### config.mk
export PLATFORM = sky130hd
export DESIGN_NAME = id_ex_pipe_reg
export DESIGN_NICKNAME = d
export VERILOG_FILES = /design/src/rtl/id_ex_pipe_reg.sv
export SDC_FILE = /design/constraint.sdc
export NUM_CORES = 1
export LEC_CHECK = 0
export CORE_AREA = 2 2 198 200
export DETAILED_ROUTE_END_ITERATION = 16
export DIE_AREA = 0 0 200 202
export PLACE_DENSITY_LB_ADDON = 0.25
export SYNTH_ARGS = -nofsm -noshare
export SYNTH_HDL_FRONTEND = slang
export SYNTH_SLANG_ARGS = --single-unit
### constraint.sdc
create_clock -name clk -period 2.2 [get_ports clk]
set_input_delay 0.44 -clock clk [delete_from_list [all_inputs] [get_ports clk]]
set_output_delay 0.44 -clock clk [all_outputs]
set_load 0.05 [all_outputs]
### src/rtl/id_ex_pipe_reg.sv
// ID/EX pipeline register: one-entry valid/ready stage holding the decoded bundle,
// with branch flush, a one-bubble load-use interlock and stall/bubble counters.
module id_ex_pipe_reg #(
  parameter int W    = 220,
  parameter int CNTW = 32
) (
  input  logic            clk,
  input  logic            resetn,
  input  logic            in_valid,
  output logic            in_ready,
  input  logic [W-1:0]    in_data,
  output logic            out_valid,
  input  logic            out_ready,
  output logic [W-1:0]    out_data,
  input  logic            flush,
  output logic [CNTW-1:0] stall_cnt,
  output logic [CNTW-1:0] bubble_cnt
);

  localparam int INST_LO  = 188;
  localparam int MEM_RD   = 94;
  localparam int WR_RT    = 75;

  logic [4:0] in_rs, in_rt, load_rt;
  logic       held_load, hazard, accept;

  assign in_rs   = in_data[INST_LO+25 -: 5];
  assign in_rt   = in_data[INST_LO+20 -: 5];
  assign load_rt = out_data[INST_LO+20 -: 5];

  // Held bundle is a load writing rt; rs and rt of the incoming bundle are both
  // compared, regardless of whether it actually reads them.
  assign held_load = out_valid & out_data[MEM_RD] & out_data[WR_RT] & (load_rt != 5'd0);
  assign hazard    = held_load & in_valid & ((in_rs == load_rt) | (in_rt == load_rt));

  assign in_ready  = flush | ((~out_valid | out_ready) & ~hazard);
  assign accept    = in_valid & in_ready;

  always_ff @(posedge clk or negedge resetn) begin
    if (!resetn) begin
      out_valid  <= 1'b0;
      out_data   <= '0;
      stall_cnt  <= '0;
      bubble_cnt <= '0;
    end else begin
      // Flush drops the incoming bundle even though in_ready is high.
      if (flush)
        out_valid <= 1'b0;
      else if (accept) begin
        out_valid <= 1'b1;
        out_data  <= in_data;
      end else if (out_valid & out_ready)
        out_valid <= 1'b0;

      if (in_valid & ~in_ready & ~flush)
        stall_cnt <= stall_cnt + 1'b1;
      if (hazard & out_ready & ~flush)
        bubble_cnt <= bubble_cnt + 1'b1;
    end
  end

endmodule
==> flow_metrics.py <==
metrics = {
    "logic_synthesis": {
        "yosys_warnings": 0,
        "ys.flop_type": "dfrtp_1",
        "synth_top_cells_by_area": "dfrtp_1, mux2_4, xor2_1",
        "synth_edf_count": 0,
        "avgSynthCellArea_um2": 15.60,
        "synth_common_cells": "dfrtp_1, mux2_4, xor2_1",
        "synthMostInstantiatedCell": "dfrtp_1",
        "synth_top_area_share_pct": 58.68,
        "synth_cell_types": 34,
        "syn_area_mm2": 0.01215,
        "syn_nets": 1006,
        "synth_cells": 779,
        "yosys_register_bits": 285,
        "synth_area_leader_cell": "dfrtp_1",
        "ys_async_sr_fraction_pct": 100.0,
        "synth-seq-area-share_pct": 58.68,
    },
    "floorplanning": {
        "num_rows": 72,
        "die_h_um": 202,
        "core_mm2": 0.03829,
        "start_util_pct": 31.75,
        "die_w_um": 200,
        "top_level_ports": 511,
        "dieArea_mm2": 0.04040,
    },
    "drt": {
        "wl_per_cell_um": 20.49,
        "num_vias": 8772,
        "vias_per_cell": 4.485,
        "drtIter0Drc": 311,
        "detail_route.first_pass.iterations": 4,
        "ant_nets": 0,
        "routed_wl_mm": 40.09,
        "route.detailed.drc": 0,
    },
    "sta": {
        "fmax_mhz": 388.7,
        "fin_crit_sh_pct": 117.0,
        "finalCriticalPeriod_ns": 2.573,
        "rsz0062_at_grt": "true",
        "finalSetupViolations": 185,
        "final_max_slew_viol_count": 0,
        "hold_slack_ns": 0.4517,
        "relSlewSlack_pct": 53.21,
        "skew_ns": 0.01397,
        "worst_slack_ns": -0.3729,
        "finalHoldViolations": 0,
        "tightest_slew_ns": 0.7001,
    },
    "critical_path": {
        "start_kind": "flop",
        "reg2reg_to": "out_data[203]",
        "arrival_ns": 2.13,
        "reg2reg_slack_ns": -0.12,
        "r2r-start": "out_data[204]",
        "endpoint_kind": "output pin",
        "reg2reg_depth": 10,
        "path_class": "reg -> out",
        "required_ns": 1.76,
        "path_max_fanout": 4,
    },
    "clocking": {
        "clkTransAtPathRegs_ns": 0.06,
        "cts_made_buffers": 35,
        "clock_path_buffers": 3,
        "cts_sinks": 285,
        "cts_tree": "done",
        "cts.htree.levels": 2,
        "cts_root_buf": "clkbuf_16",
        "clk_latency_ns": 0.53,
    },
    "global_routing": {
        "antenna_found_initial": 3,
        "grt_usage_pct": 19.35,
        "grt_max_degree": 64,
        "grt_pass1_wl_mm": 58.47,
        "overflow": 0,
        "grt_pass1_vias": 9274,
    },
    "run": {
        "maxCapViolations": 0,
    },
    "power": {
        "p_per_area_mw_per_mm2": 892.0,
        "total_power_mw": 18.80,
        "vdd_drop_max_mv": 0.6199,
        "leakage_nw": 10.13,
    },
    "outcome": {
        "violations": "negative setup slack",
        "status": "finished with violations",
    },
    "layout": {
        "drive_gt1_share_pct": 31.92,
        "final_nets": 1636,
        "syn2layout_area_growth_pct": 73.40,
        "n_fill_cell": 3196,
    },
    "placed_design": {
        "gp_congestion": 0.7951,
        "hpwlAfterDp_mm": 27.99,
        "port_buffers": 510,
    },
    "hold_path": {
        "hold_class": "in -> async",
    },
}
==> through the flow <==
stage / instances / area [um2] / utilization (%) / setup TNS [ns] / setup slack [ns]
after floorplan: 779 / 12170 / - / 0 / 0.003453
after global placement: 1836 / 18350 / 47.92 / -124.23 / -0.5406
after detailed placement: 1836 / 18350 / 47.92 / -126.97 / -0.5635
after CTS: 1941 / 20460 / 53.43 / -14.09 / -0.4429
after global routing: 1955 / 21070 / 55.04 / -29.33 / -0.4695
final: 1956 / 21080 / 55.05 / -12.35 / -0.3729
==> power breakdown <==
group	total [mW]	switching (mW)	internal (mW)
sequential	6.47	0.475	5.99
combinational	6.66	3.84	2.83
clock	5.67	2.23	3.44
==> layout make-up <==
type / count / area, um2 / area share, %
Tap cell: 518 / 648.1 / 3.075
Multi-Input combinational cell: 450 / 5051 / 23.97
Timing Repair Buffer: 626 / 7052 / 33.46
Clock inverter: 7 / 65.06 / 0.3087
Sequential cell: 285 / 7143 / 33.89
Inverter: 11 / 41.29 / 0.1959
Antenna cell: 3 / 7.507 / 0.03562
Clock buffer: 56 / 1067 / 5.064
==> critical path, cell delays in order (launching register included) <==
cell and delay [ns]:
dfrtp_2 0.48, xnor2_2 0.17, nand3_2 0.16, o22ai_4 0.18, a21boi_4 0.11, buf_6 0.13, or2_4 0.23, buf_12 0.15
==> placed cells by master (no fill, tap or decap), types with 11 or more instances in the layout <==
master	synthesis	routed
xor2_1	50	50
clkdlybuf4s50_1	0	354
nor3_1	25	21
mux2_2	33	33
xnor2_1	22	15
buf_4	1	55
mux2_4	189	189
dlygate4sd2_1	0	91
inv_1	11	11
nor2_1	19	17
buf_12	0	31
dfrtp_1	285	276
buf_16	0	25
dlymetal6s2s_1	0	47
nand3_1	18	16
nand2_1	30	29
clkbuf_1	6	12
clkbuf_16	0	43
==> sequential cells by signal (all words and copies together) (netlist names) <==
signal / flops
stall_cnt: 32
bubble_cnt: 32
out_data: 220
out_valid: 1
==> metal layers <==
metal  global-route usage, %  up-vias  routed length [um]
met5                       0        -                   0
met4                   6.032        0                 857
met3                   6.057       56                2962
met2                   32.09      265               20130
met1                   23.98     4445               16140
li1                        -     4006                   -
==> timing repair <==
item | CTS | global route
endpoints found under the setup margin | 326 | 299
cloned | 21 | 6
endpoints found under the hold margin | 44 | 0
resized for setup | 151 | 92
buffers inserted | 20 | 8
pin swaps | 10 | 5
hold buffers | 1 | 0
==> kinds of logic (layout without fill, tap and decap cells) <==
logic type	after synthesis	count (layout)	share of synthesized area (%)
compound gates	4	4	0.2985
fa+ha+maj	2	2	0.2059
mux	222	222	26.41
buf+inv	44	700	2.738
simple gates	150	150	6.486
other cells	0	3	0
flops	285	285	58.68
xor+xnor	72	72	5.188
==> how the worst max path moves through the flow <==
stage	from	endpoint	slack, ns	depth (start not counted)
final	out_data[204]	in_ready	-0.37	7
after global routing	out_data[207]	in_ready	-0.47	7
after CTS	out_data[208]	in_ready	-0.44	7
after detailed placement	in_data[208]	in_ready	-0.56	8
after global placement	in_data[204]	out_data[206]	-0.54	9
after floorplan	out_data[208]	in_ready	0.003	6
Note: power is estimated with default switching activity, not from simulation.
